File: src/rtl/bsg_fifo_1w2r_dual_deq.sv
`default_nettype none
// +--------------------------------------------------------------------------+
// | Module   : bsg_fifo_1w2r_dual_deq (with helper storage bsg_mem_2r1w)     |
// | Purpose  : FIFO with one enqueue port that exposes its two oldest        |
// |            entries at once and retires 0, 1 or 2 of them per cycle.      |
// | Ports    : clk_i, reset_i          clock / synchronous active-high reset |
// |            v_i, data_i, ready_o    enqueue handshake (v_i & ready_o)     |
// |            v0_o, data0_o           head entry                            |
// |            v1_o, data1_o           head+1 entry                          |
// |            yumi_cnt_i              entries consumed this cycle (0..2)    |
// |            count_o                 current occupancy                     |
// | Revision : 1.0  initial release                                          |
// +--------------------------------------------------------------------------+

// Storage: one synchronous write port, two asynchronous read ports.
// Contents are never reset; reads of an invalid port return zero.
module bsg_mem_2r1w #(
  parameter int width_p                = 8,
  parameter int els_p                  = 4,
  parameter int read_write_same_addr_p = 0,
  parameter int addr_width_lp          = (els_p > 1) ? $clog2(els_p) : 1
) (
  input  logic                     clk_i,
  input  logic                     w_v_i,
  input  logic [addr_width_lp-1:0] w_addr_i,
  input  logic [width_p-1:0]       w_data_i,
  input  logic                     r0_v_i,
  input  logic [addr_width_lp-1:0] r0_addr_i,
  output logic [width_p-1:0]       r0_data_o,
  input  logic                     r1_v_i,
  input  logic [addr_width_lp-1:0] r1_addr_i,
  output logic [width_p-1:0]       r1_data_o
);

  logic [width_p-1:0] r_mem [els_p];

  always_ff @(posedge clk_i) begin
    if (w_v_i) begin
      r_mem[w_addr_i] <= w_data_i;
    end
  end

  assign r0_data_o = r0_v_i ? r_mem[r0_addr_i] : '0;
  assign r1_data_o = r1_v_i ? r_mem[r1_addr_i] : '0;

`ifndef SYNTHESIS
  // Without read/write bypass, a valid read must never hit the slot being written.
  always @(negedge clk_i) begin
    if (read_write_same_addr_p == 0) begin
      if (w_v_i && r0_v_i && (w_addr_i == r0_addr_i))
        $error("bsg_mem_2r1w: read port 0 targets the address being written");
      if (w_v_i && r1_v_i && (w_addr_i == r1_addr_i))
        $error("bsg_mem_2r1w: read port 1 targets the address being written");
    end
  end
`endif

endmodule

module bsg_fifo_1w2r_dual_deq #(
  parameter int width_p        = 8,
  parameter int els_p          = 4,
  parameter int ptr_width_lp   = (els_p > 1) ? $clog2(els_p) : 1,
  parameter int count_width_lp = ((els_p + 1) > 1) ? $clog2(els_p + 1) : 1
) (
  input  logic                      clk_i,
  input  logic                      reset_i,
  input  logic                      v_i,
  input  logic [width_p-1:0]        data_i,
  output logic                      ready_o,
  output logic                      v0_o,
  output logic [width_p-1:0]        data0_o,
  output logic                      v1_o,
  output logic [width_p-1:0]        data1_o,
  input  logic [1:0]                yumi_cnt_i,
  output logic [count_width_lp-1:0] count_o
);

  localparam logic [count_width_lp-1:0] c_els_count = count_width_lp'(els_p);
  localparam logic [ptr_width_lp:0]     c_els_wide  = (ptr_width_lp + 1)'(els_p);

  logic [ptr_width_lp-1:0]   r_rptr;
  logic [ptr_width_lp-1:0]   r_wptr;
  logic [count_width_lp-1:0] r_count;

  logic                      w_enq;
  logic [ptr_width_lp-1:0]   w_rptr_plus1;
  logic [ptr_width_lp-1:0]   w_rptr_next;
  logic [ptr_width_lp-1:0]   w_wptr_next;
  logic [count_width_lp-1:0] w_count_next;

  // Modular advance for any els_p. One extra bit holds ptr+k (at most
  // els_p+1), so a single conditional subtract lands back in range, e.g.
  // els_p-1 advanced by 2 becomes 1.
  function automatic logic [ptr_width_lp-1:0] f_advance(
    input logic [ptr_width_lp-1:0] ptr,
    input logic [1:0]              k
  );
    logic [ptr_width_lp:0] sum;
    sum = {1'b0, ptr} + (ptr_width_lp + 1)'(k);
    if (sum >= c_els_wide) begin
      sum = sum - c_els_wide;
    end
    return sum[ptr_width_lp-1:0];
  endfunction

  // Status outputs depend on registered occupancy only.
  assign ready_o = (r_count != c_els_count);
  assign v0_o    = (r_count >= count_width_lp'(1));
  assign v1_o    = (r_count >= count_width_lp'(2));
  assign count_o = r_count;

  assign w_enq        = v_i & ready_o;
  assign w_rptr_plus1 = f_advance(r_rptr, 2'd1);
  assign w_rptr_next  = f_advance(r_rptr, yumi_cnt_i);
  assign w_wptr_next  = f_advance(r_wptr, {1'b0, w_enq});
  assign w_count_next = r_count + count_width_lp'(w_enq) - count_width_lp'(yumi_cnt_i);

  always_ff @(posedge clk_i) begin
    if (reset_i) begin
      r_rptr  <= '0;
      r_wptr  <= '0;
      r_count <= '0;
    end else begin
      r_rptr  <= w_rptr_next;
      r_wptr  <= w_wptr_next;
      r_count <= w_count_next;
    end
  end

  // Writes only happen into free slots and reads only from occupied ones,
  // so the no-bypass storage is safe.
  bsg_mem_2r1w #(
    .width_p               (width_p),
    .els_p                 (els_p),
    .read_write_same_addr_p(0),
    .addr_width_lp         (ptr_width_lp)
  ) u_mem (
    .clk_i    (clk_i),
    .w_v_i    (w_enq),
    .w_addr_i (r_wptr),
    .w_data_i (data_i),
    .r0_v_i   (v0_o),
    .r0_addr_i(r_rptr),
    .r0_data_o(data0_o),
    .r1_v_i   (v1_o),
    .r1_addr_i(w_rptr_plus1),
    .r1_data_o(data1_o)
  );

`ifndef SYNTHESIS
  // An enqueue while full is legal and simply dropped; the producer holds v_i.
  always @(negedge clk_i) begin
    if (!reset_i) begin
      if (yumi_cnt_i == 2'd3)
        $error("bsg_fifo_1w2r_dual_deq: yumi_cnt_i of 3 is illegal");
      if (32'(yumi_cnt_i) > 32'(r_count))
        $error("bsg_fifo_1w2r_dual_deq: dequeue exceeds occupancy");
    end
  end
`endif

endmodule
`default_nettype wire
File: config.mk
export PLATFORM = sky130hd
export DESIGN_NAME = bsg_fifo_1w2r_dual_deq
export DESIGN_NICKNAME = d
export VERILOG_FILES = /design/src/rtl/bsg_fifo_1w2r_dual_deq.sv
export SDC_FILE = /design/constraint.sdc
export NUM_CORES = 1
export LEC_CHECK = 0
export CAP_MARGIN = 25
export CORE_MARGIN = 5
export CORE_UTILIZATION = 30
export CTS_CLUSTER_DIAMETER = 150
export DETAILED_ROUTE_END_ITERATION = 8
export HOLD_SLACK_MARGIN = 0.1
export PLACE_DENSITY = 0.55
export SYNTH_ARGS = -nofsm -noshare
export SYNTH_HDL_FRONTEND = slang
export SYNTH_SLANG_ARGS = --single-unit
File: constraint.sdc
create_clock -name clk_i -period 4.7 [get_ports clk_i]
set_input_delay 1.175 -clock clk_i [delete_from_list [all_inputs] [get_ports clk_i]]
set_output_delay 1.175 -clock clk_i [all_outputs]
set_load 0.02 [all_outputs]
# == Yosys cells after proc, flatten, opt, wreduce, memory -nomap -nowiden ==
# Memory sizes are Yosys's and may differ from the RTL's. A register that Yosys moved wholly into a read port is not among the register bits.
# Cells that the tools add are included.
# word_totals
latchBits,0
rom_bits,0
elab_cells,27
inputBits,13
out_inout_bits,22
ramBits,32
mem_count,1
reg_bits,7
# memory_table
memory,depth,width,rd,rd_clocked_by_memory_dff,wr,line_no,text
u_mem.r_mem,4,8,2,1,1,35,logic [width_p-1:0] r_mem [els_p];
# classes
n_reduce_logical,0
multipliers,0
n_lt_le_gt_ge,5
eq_ne,1
shift,0
muxes,8
bitwise,1
div_mod_pow,0
n_addsub,8
# op_table
operator,count
two-way mux 8 bit,2
>= comparator 3 bit (second input constant),3
two-way mux 2 bit,4
subtractor 2 x 1 -> 2 bit (second input constant),3
adder 2 x 1 -> 3 bit,1
adder 2 x 1 -> 3 bit (second input constant),1
adder 2 x 2 -> 3 bit,1
adder 3 x 1 -> 3 bit,1
>= comparator 3 x 1 -> 1 bit (second input constant),1
>= comparator 3 x 2 -> 1 bit (second input constant),1
inequality test 3 bit (second input constant),1
subtractor 3 x 2 -> 3 bit,1
two-way mux 1 bit,2
bitwise AND 1 bit,1

# == Longest topological paths before layout ==
# Gate-level depths: netlist of the first run.
# depth
ltp_word,5
depth_mapped,8
ltp_nobuf,8

# == Cells and area by module ==
# From an unflattened synthesis of the first run, not the netlist that was laid out.
# hier_totals
cells_unflattened,128
hier_area_um2,1870.5
# modules_own_cells
module,cells_per_inst,seq_area_each_um2,area_per_inst_um2,n_inst
bsg_mem_2r1w,95,960.9,1501.4,1
bsg_fifo_1w2r_dual_deq,33,140.1,369.1,1

# == Worst setup path after synthesis of the first run ==
# No wires, ideal clock.
# synth_timing
path_type,input-to-reg
from,input port v_i
to,"register r_count[2], in the netlist count_o[2]"
setup_slack_ns,2.160
setup_time_ns,0.064
arrival_time_ns,2.476
stages,7
path_cell_list,nand2b_1 -> ha_1 -> inv_1 -> ha_1 -> fa_1 -> xor3_1 -> nor2_1
# synth_via
elab_chain_len,3
# synth_rtl
item,line_no,text
start: declaration,68,"input logic v_i,"
bitwise AND 1 bit,113,assign w_enq = v_i & ready_o;
adder 3 x 1 -> 3 bit,117,assign w_count_next = r_count + count_width_lp'(w_enq) - count_width_lp'(yumi_cnt_i);
subtractor 3 x 2 -> 3 bit,117,
end signal: assignment,127,r_count <= w_count_next;
end: declaration,84,logic [count_width_lp-1:0] r_count;
# Every way passes these cells.
# A chain may end at the register's enable or synchronous reset.

# == Final worst setup path of the first run ==
# layout_timing
from,register r_rptr[0]
to,output port data1_o[3]
# layout_via
elab_chain_len,5
word_cells_on_any_way,6
cone_classes,2 x add/sub; 1 x order compare; 2 x mux; 1 x memory
# layout_rtl
item,line_no,text
start: declaration,82,logic [ptr_width_lp-1:0] r_rptr;
start signal: assignment,125,r_rptr <= w_rptr_next;
adder 2 x 1 -> 3 bit (*),100,"sum = {1'b0, ptr} + (ptr_width_lp + 1)'(k);"
>= comparator 3 bit / subtractor 2 x 1 -> 2 bit (equally long branches),"101, 102",
two-way mux 2 bit (*),101,if (sum >= c_els_wide) begin
memory read (4 x 8 bit) (*),n/a,
two-way mux 8 bit (*),44,assign r1_data_o = r1_v_i ? r_mem[r1_addr_i] : '0;
end: declaration,74,"output logic [width_p-1:0] data1_o,"
# Mark *: on every way between the ends. The rest lies on a longest branch, timed or not.

==> results of run 1 <==
==> power by group <==
part / internal [W] / total (W) / switching, W
combinational: 0.000289 / 0.000563 / 0.000274
sequential: 0.000426 / 0.000473 / 0.0000473
clock: 0.000105 / 0.000209 / 0.000104
==> critical path, delay by kind of cell (launching register included) <==
family	cells	cell delay, ns
DFF	1	0.75
buffers and inverters	1	0.64
AOI/OAI and AO/OA	2	0.77
==> worst max path at each step <==
| stage | to | start | slack, ns | cells past startpoint |
|---|---|---|---|---|
| 3_3_place_gp | data1_o[3] | r_rptr[0]$_SDFF_PP0_ | 1.44 | 3 |
| 4_1_cts | data1_o[3] | r_rptr[0]$_SDFF_PP0_ | 1.06 | 3 |
| 3_5_place_dp | data1_o[3] | r_rptr[0]$_SDFF_PP0_ | 1.36 | 3 |
| 5_1_grt | data1_o[6] | r_rptr[0]$_SDFF_PP0_ | 0.92 | 3 |
| 2_1_floorplan | count_o[2]$_SDFF_PP0_ | v_i | 2.16 | 7 |
| 6_report | data1_o[3] | r_rptr[0]$_SDFF_PP0_ | 1.08 | 3 |
==> through the flow <==
step / area (µm²) / util / setup slack, ns / hold slack, ns / cells
floorplan: 1861 / - / 2.160 / 0.5237 / 115
detailed placement: 2290 / 0.3822 / 1.359 / 0.5677 / 223
CTS: 2370 / 0.3956 / 1.060 / 0.5771 / 231
global route: 2370 / 0.3956 / 0.9179 / 0.6122 / 231
global placement: 2282 / 0.3810 / 1.437 / 0.5451 / 222
finish: 2370 / 0.3956 / 1.083 / 0.5724 / 231
==> kinds of logic (layout without fill, tap and decap cells) <==
logic type,count (synthesis),count (layout),synth area share
DFF,39,39,0.5918
adders and majority gates,6,6,0.04439
and+or+nand+nor,24,24,0.08743
AOI/OAI and AO/OA,10,10,0.03362
buffers and inverters,9,50,0.03025
muxes,24,24,0.1829
xor gates and xnor gates,3,3,0.02959
==> routing by layer <==
layer | vias to the layer above | wire (µm) | global-route usage
met2 | 35 | 1864 | 0.1748
met5 | - | 0 | 0
met1 | 554 | 1740 | 0.1433
met3 | 5 | 247 | 0.03259
met4 | 0 | 38 | 0.03159
li1 | 527 | - | -
==> area by class of cell <==
class                           count  area share
Clock buffer                        8     0.03379
Inverter                            4    0.006336
Timing Repair Buffer               38      0.1563
Tap cell                           75     0.03960
Multi-Input combinational cell     67      0.2994
Sequential cell                    39      0.4646
==> cell usage in the layout (no fill, tap or decap) <==
cell	instances
nor4bb_1	2
xnor2_1	1
clkdlybuf4s50_1	34
nor3b_2	1
or3_1	1
xnor3_1	1
mux2i_1	16
nor2_1	3
nor4b_2	1
o21ai_1	1
nand2b_1	1
nor2b_1	5
and4b_1	1
edfxtp_1	32
or2_2	1
o21bai_1	1
and2_1	8
mux4_2	8
clkbuf_1	3
buf_4	4
dfxtp_1	7
fa_1	1
o22ai_1	8
inv_1	4
clkbuf_8	5
ha_1	5
xor3_1	1
==> registers in the layout, indices dropped and copies added, names as in the netlist <==
| name | flops |
|---|---|
| r_rptr | 2 |
| count_o | 3 |
| r_wptr | 2 |
| u_mem.r_mem | 32 |
==> reports/qor.yml, run 1 <==
floorplanning:
  ios: 35
  core.rowCount: 28
  initial_core_util: 0.3106
  core_mm2: 0.005991
  dieHeight_um: 88.75
  die-area_mm2: 0.007877
  fp.dieW_um: 88.75
global_route:
  grt_pass1_vias: 1170
  grt_max_degree: 16
  antenna_found_initial: 0
  overflow: 0
  grt_pass1_wl_mm: 6.182
  grt_use_total: 0.1091
route:
  routed_wl_mm: 3.890
  drc: 0
  firstDrtPassIters: 4
  num_vias: 1121
  drtAntennaViolNets: 0
  drt_iter0_drc: 53
  post_drt_via_cell_ratio: 4.853
  drt-wirelength-per-cell_um: 16.84
logic_synthesis:
  synth_top_cells_by_area: "edfxtp_1, mux4_2, mux2i_1"
  synthCells: 115
  ys_ff_latch: 39
  synth.avg_cell_area_um2: 16.18
  ys.flop_type: "edfxtp_1"
  synth-edff-count: 32
  synth_largest_area_cell: "edfxtp_1"
  netlist_top_cells_count: "edfxtp_1, mux2i_1, and2_1, mux4_2, o22ai_1"
  synth.most_common_cell: "edfxtp_1"
  synthArstFlopShare: 0
  synth_area_mm2: 0.001861
  synth_cell_types: 26
  yosys_warnings: 0
  yosysTopAreaCellShare: 0.5165
  seq_area_frac_synth: 0.5918
  synth_nets: 134
setup_path:
  crit_type: "flip-flop to primary output"
  crit_arrival_ns: 2.44
  r2r_start: "count_o[2]$_SDFF_PP0_"
  max_stage_delay_ns: 0.75
  path_cells: "o21ai_1, o22ai_1, clkdlybuf4s50_1"
  reg2reg_slack_ns: 2.44
  cp_max_fo: 11
  reg2reg_to: "count_o[2]$_SDFF_PP0_"
  end_kind: "primary output"
  critPathSlowestCell: "dfxtp_1"
  start_kind: "flip-flop"
  crit_required_ns: 3.52
  reg2reg_depth: 8
pwr:
  power_leakage_nw: 0.8236
  ir_worst_vdd_mv: 0.3045
  total_power_w: 0.001246
  powerDensity_mw_per_mm2: 525.8
sta:
  skew_ns: 0.004343
  relSlewSlack: 0.4543
  finalSetupTns_ns: 0
  period_share: 0.7695
  report.final.slew_viol_count: 0
  rsz0062_at_grt: "false"
  setup_viol: 0
  fmax_ghz: 0.2765
  finalHoldViolCount: 0
  tightest_slew_ns: 0.8131
  period_needed_ns: 3.617
cells_and_area:
  area_growth_pct: 27.37
  final.fill_count: 556
  antenna_cells: 0
  multi_input_area_um2: 709.4
  drive_above_1_share: 0.1282
  ff_latch_area_mm2: 0.001101
  fin_nets: 174
clock_network:
  cts_max_level: 2
  cts_buffers: 5
  cts_tree: "yes"
  clkLatencyLatePin_ns: 0.28
  clockBufferDepth: 2
  cts_setup_buffers: 0
  cts-root-buf: "clkbuf_8"
  hold_buffers: 0
  clk_pin_slew_ns: 0.07
  cts.sinks: 39
  cts_resized: 0
placed_design:
  dpl.hpwl_mm: 2.716
  gp_congestion: 0.7199
  io_buffers: 34
hold_path:
  min_from: "r_wptr[1]$_SDFF_PP0_"
  hold_path_class: "flip-flop to flip-flop"
  min_to: "r_wptr[1]$_SDFF_PP0_"
  hold_depth: 2
outcome:
  status: "completed"
flow_run:
  drv_cap: 0
(Power assumes the default switching activity.)
==> run 2: changes to the inputs <==
- clock period: 4.7 -> 3.4 ns (I/O delays scaled with it)
==> run 2 against run 1 <==
Effect of this change:
- cell count is 0.87% higher
- critical path type unchanged
- cell area up 2.3%
- routed wire length increased by 0.64%
- largest cell class unchanged
- register-to-register slack worse by 1.3 ns
- via count shrank 0.89%
- largest power group unchanged
==> reports/qor.yml, run 2 (synthesis gave the netlist of run 1 again) <==
hold_path:
  min_to: "r_wptr[1]$_SDFF_PP0_"
  hold_path_class: "flip-flop to flip-flop"
  min_from: "r_wptr[1]$_SDFF_PP0_"
  hold_depth: 2  # unchanged
global_route:
  grt_pass1_vias: 1259  # +7.6%
  grt_pass1_wl_mm: 6.299  # +1.9%
  grt_max_degree: 14  # -2
  grt_use_total: 0.1082  # -0.0008845
  antenna_found_initial: 0  # unchanged
  overflow: 0  # unchanged
floorplanning:
  fp.dieW_um: 88.75  # unchanged
  dieHeight_um: 88.75  # unchanged
  die-area_mm2: 0.007877  # unchanged
  initial_core_util: 0.3106  # unchanged
  core_mm2: 0.005991  # unchanged
  ios: 35  # unchanged
  core.rowCount: 28  # unchanged
clock_network:
  clockBufferDepth: 2  # unchanged
  clkLatencyLatePin_ns: 0.28  # about the same
  cts-root-buf: "clkbuf_8"
  cts_tree: "yes"
  cts_setup_buffers: 0  # unchanged
  cts_max_level: 2  # unchanged
  hold_buffers: 0  # unchanged
  cts_resized: 0  # unchanged
  cts.sinks: 39  # unchanged
  cts_buffers: 5  # unchanged
  clk_pin_slew_ns: 0.07  # about the same
setup_path:
  crit_arrival_ns: 2.26  # -0.18 ns
  crit_required_ns: 2.55  # -0.97 ns
  start_kind: "flip-flop"
  crit_type: "flip-flop to primary output"
  r2r_start: "count_o[2]$_SDFF_PP0_"
  reg2reg_to: "count_o[2]$_SDFF_PP0_"
  reg2reg_depth: 8  # unchanged
  cp_max_fo: 8  # -3
  max_stage_delay_ns: 0.66  # -0.09 ns
  path_cells: "buf_12, o21bai_1, o22ai_1, clkdlybuf4s50_1"
  reg2reg_slack_ns: 1.15  # -1.29 ns
  critPathSlowestCell: "clkdlybuf4s50_1"
  end_kind: "primary output"
sta:
  rsz0062_at_grt: "false"
  setup_viol: 0  # unchanged
  finalSetupTns_ns: 0  # unchanged
  period_share: 0.9148
  period_needed_ns: 3.110
  finalHoldViolCount: 0  # unchanged
  report.final.slew_viol_count: 0  # unchanged
  fmax_ghz: 0.3215
  skew_ns: 0.003370  # -0.0009731 ns
  layout_setup_ws_ns: 0.2895  # -0.7937 ns
  tightest_slew_ns: 0.8104  # -0.002611 ns
  relSlewSlack: 0.4586  # +0.004261
cells_and_area:
  largest_reg_flops: 32  # unchanged
  final_cell_mix: "clkdlybuf4s50_1, edfxtp_1, mux2i_1"
  fin_nets: 176  # +1.1%
  drive_above_1_share: 0.1519  # +0.02369
  antenna_cells: 0  # unchanged
  area_growth_pct: 30.33
  regMostFlops: "u_mem.r_mem"
  mostFrequentLayoutCell: "clkdlybuf4s50_1"
  final_util: 0.4048  # +0.009190
route:
  drt-wirelength-per-cell_um: 16.80  # -0.22%
  drtAntennaViolNets: 0  # unchanged
  drt_iter0_drc: 49  # -7.5%
  drc: 0  # unchanged
  routed_wl_mm: 3.915  # +0.64%
  num_vias: 1111  # -0.89%
  post_drt_via_cell_ratio: 4.768  # -1.7%
  firstDrtPassIters: 3  # -1
pwr:
  powerDensity_mw_per_mm2: 744.6  # +42%
  power_leakage_nw: 0.8535  # +3.6%
  ir_worst_vdd_mv: 0.3147  # +3.3%
placed_design:
  place_worst_setup_slack_ns: 0.5362  # -0.8227 ns
  io_buffers: 34  # unchanged
  gp_congestion: 0.7248  # +0.68%
  dpl.hpwl_mm: 2.807  # +3.3%
flow_run:
  drv_cap: 0  # unchanged
outcome:
  status: "completed"
## run 2: area by class of cell
class | instances | area (µm²)
Fill cell | 570 | 3566
Sequential cell | 39 | 1101
Multi-Input combinational cell | 67 | 709.4
Timing Repair Buffer | 40 | 397.9
Tap cell | 75 | 93.84
Clock buffer | 5 | 68.82
Clock inverter | 3 | 38.79
Inverter | 4 | 15.01
## run 2: routing by layer
| layer | vias to the layer above | global-route usage | wire (µm) |
|---|---|---|---|
| met5 | - | 0 | 0 |
| met4 | 0 | 0.02335 | 23 |
| met3 | 2 | 0.04004 | 256 |
| met2 | 31 | 0.1937 | 1964 |
| met1 | 549 | 0.1229 | 1670 |
| li1 | 529 | - | - |
## run 2: stage by stage
step / hold WS (ns) / power [W] / cells / cell area [µm²]
after floorplan: 0.5237 / 0.001107 / 115 / 1861
after global placement: 0.5510 / 0.001451 / 225 / 2317
after detailed placement: 0.5718 / 0.001465 / 225 / 2317
after CTS: 0.5856 / 0.001835 / 233 / 2425
after global routing: 0.6210 / 0.001913 / 233 / 2425
final: 0.5815 / 0.001806 / 233 / 2425
## run 2: where the power goes
group,total [W],switching (W),internal (W)
Clock,0.000367,0.000152,0.000215
Combinational,0.000791,0.000385,0.000406
Sequential,0.000647,0.0000587,0.000589
Total,0.00181,0.000596,0.00121
## run 2: worst max-delay path: cells and delay by family, from the launching register on
| family | cells | cell delay [ns] |
|---|---|---|
| DFF | 1 | 0.43 |
| AOI/OAI and AO/OA | 2 | 0.70 |
| buffers and inverters | 2 | 0.86 |
## run 2: worst max path at each step
stage	startpoint	to	slack (ns)	depth (start not counted)
CTS	r_rptr[0]$_SDFF_PP0_	data1_o[7]	0.25	4
global route	r_rptr[0]$_SDFF_PP0_	data1_o[7]	0.16	4
global placement	r_rptr[0]$_SDFF_PP0_	data1_o[7]	0.60	4
floorplan	v_i	count_o[2]$_SDFF_PP0_	1.18	7
finish	r_rptr[0]$_SDFF_PP0_	data1_o[7]	0.29	4
detailed placement	v_i	count_o[2]$_SDFF_PP0_	0.54	8
==> run 3: changes to the inputs <==
- CORE_UTILIZATION: 30 -> 51
- PLACE_DENSITY: 0.55 -> 0.82
==> run 3 against run 2 <==
Effect of this change:
- cell area is 1.5% lower
- critical endpoint is now data0_o[2]
- worst hold slack better by 0.018 ns
- critical path type unchanged
- critical path depth stayed put
- largest cell class unchanged
==> reports/qor.yml, run 3 (synthesis gave the netlist of run 1 again) <==
route:
  num_vias: 1088  # -2.1%
  post_drt_via_cell_ratio: 5.282  # +11%
  drt-wirelength-per-cell_um: 16.45  # -2.1%
  routed_wl_mm: 3.388  # -13%
  firstDrtPassIters: 4  # +1
  drt_iter0_drc: 35  # -29%
  drc: 0  # unchanged
  drtAntennaViolNets: 0  # unchanged
setup_path:
  critPathSlowestCell: "dfxtp_1"
  crit_type: "flip-flop to primary output"
  worst-path-buf-inv: 2  # unchanged
  cp_top_family: "buffers and inverters"
  max_stage_delay_ns: 0.57  # -0.09 ns
  path_cells: "buf_4, mux4_2, and2_1, clkdlybuf4s50_1"
  crit_arrival_ns: 2.28  # +0.02 ns
  cp_max_fo: 8  # unchanged
  end_kind: "primary output"
  start_kind: "flip-flop"
  reg2reg_depth: 8  # unchanged
  crit_required_ns: 2.55  # about the same
  worst-path-stages: 4  # unchanged
cells_and_area:
  largest_reg_flops: 32  # unchanged
  mostFrequentLayoutCell: "clkdlybuf4s50_1"
  stdcell_count: 206  # -12%
  regMostFlops: "u_mem.r_mem"
  final_cell_mix: "clkdlybuf4s50_1, edfxtp_1, mux2i_1"
  antenna_cells: 0  # unchanged
  fin_nets: 176  # unchanged
  area_growth_pct: 28.38
  drive_above_1_share: 0.1582  # +0.006329
floorplanning:
  dieHeight_um: 70.40  # -21%
  ios: 35  # unchanged
  core_mm2: 0.003606  # -40%
  die-area_mm2: 0.004956  # -37%
  fp.dieW_um: 70.40  # -21%
  core.rowCount: 22  # -21%
  initial_core_util: 0.5160  # +0.2054
global_route:
  grt_pass1_wl_mm: 5.485  # -13%
  antenna_found_initial: 0  # unchanged
  overflow: 0  # unchanged
  grt_max_degree: 13  # -1
  grt_use_total: 0.1480  # +0.03981
  grt_pass1_vias: 1162  # -7.7%
sta:
  whs_ns: 0.5995  # +0.01798 ns
  skew_ns: 0.004898  # +0.001529 ns
  period_share: 0.9203  # +0.005470
  relSlewSlack: 0.5163  # +0.05776
  finalHoldViolCount: 0  # unchanged
  tightest_slew_ns: 0.7240  # -0.08646 ns
  layout_setup_ws_ns: 0.2709  # -0.01860 ns
  fmax_ghz: 0.3196  # -0.59%
  setup_viol: 0  # unchanged
  rsz0062_at_grt: "false"
  report.final.slew_viol_count: 0  # unchanged
  period_needed_ns: 3.129  # +0.01860 ns
  finalSetupTns_ns: 0  # unchanged
flow_run:
  drv_cap: 0  # unchanged
hold_path:
  hold_depth: 2  # unchanged
  hold_path_class: "flip-flop to flip-flop"
placed_design:
  dp.cells: 198  # -12%
  gp_congestion: 0.7532  # +3.9%
  dpl.hpwl_mm: 2.483  # -12%
  io_buffers: 34  # unchanged
  place_worst_setup_slack_ns: 0.5196  # -0.01663 ns
clock_network:
  cts_buffers: 5  # unchanged
  cts_resized: 0  # unchanged
  cts_setup_buffers: 0  # unchanged
  cts-root-buf: "clkbuf_8"
  clockBufferDepth: 2  # unchanged
  clk_pin_slew_ns: 0.07  # about the same
  cts.sinks: 39  # unchanged
  hold_buffers: 0  # unchanged
  cts_tree: "yes"
  cts_max_level: 2  # unchanged
  clkLatencyLatePin_ns: 0.28  # about the same
pwr:
  power_leakage_nw: 0.8555  # +0.23%
  total_power_w: 0.001815  # +0.50%
  powerDensity_mw_per_mm2: 759.7  # +2.0%
  ir_worst_vdd_mv: 0.3071  # -2.4%
outcome:
  status: "completed"
[run 3: path summary, 6_finish.rpt]
path / startpoint / endpoint / slack, ns
worst max-delay path: r_rptr[0]$_SDFF_PP0_ / data0_o[2] / 0.27
worst min register to register: r_wptr[1]$_SDFF_PP0_ / r_wptr[1]$_SDFF_PP0_ / 0.60
worst max register to register: count_o[2]$_SDFF_PP0_ / count_o[2]$_SDFF_PP0_ / 1.15
worst min-delay path: r_wptr[1]$_SDFF_PP0_ / r_wptr[1]$_SDFF_PP0_ / 0.60
[run 3: tightest hold or removal path, stage by stage (launching register included)]
cell,delay [ns]
dfxtp_1,0.36
xnor2_1,0.16
nor2_1,0.04
[run 3: per-layer routing]
layer | up-vias | global-route usage | wire (µm)
met3 | 4 | 0.03022 | 118
met5 | - | 0 | 0
met2 | 24 | 0.2672 | 1876
met4 | 0 | 0.09574 | 60
li1 | 530 | - | -
met1 | 530 | 0.1528 | 1332
[run 3: final cells by class]
type	instances	area, µm²
well taps	48	60.06
fillers	266	1217
clock inverters	2	35.03
inverters	4	15.01
repair buffers	40	385.4
clock buffers	6	82.58
multi-input cells	67	709.4
flip-flops and latches	39	1101
[run 3: power breakdown]
part           internal, W  total (W)  switching, W
registers         0.000589   0.000647     0.0000581
logic             0.000404   0.000780      0.000376
clock network     0.000237   0.000388      0.000151
[run 3: through the flow]
step	area [µm²]	util
6_report	2389	0.6624
5_1_grt	2389	0.6624
4_1_cts	2389	0.6624
3_5_place_dp	2271	0.6298
3_3_place_gp	2271	0.6298
2_1_floorplan	1861	-
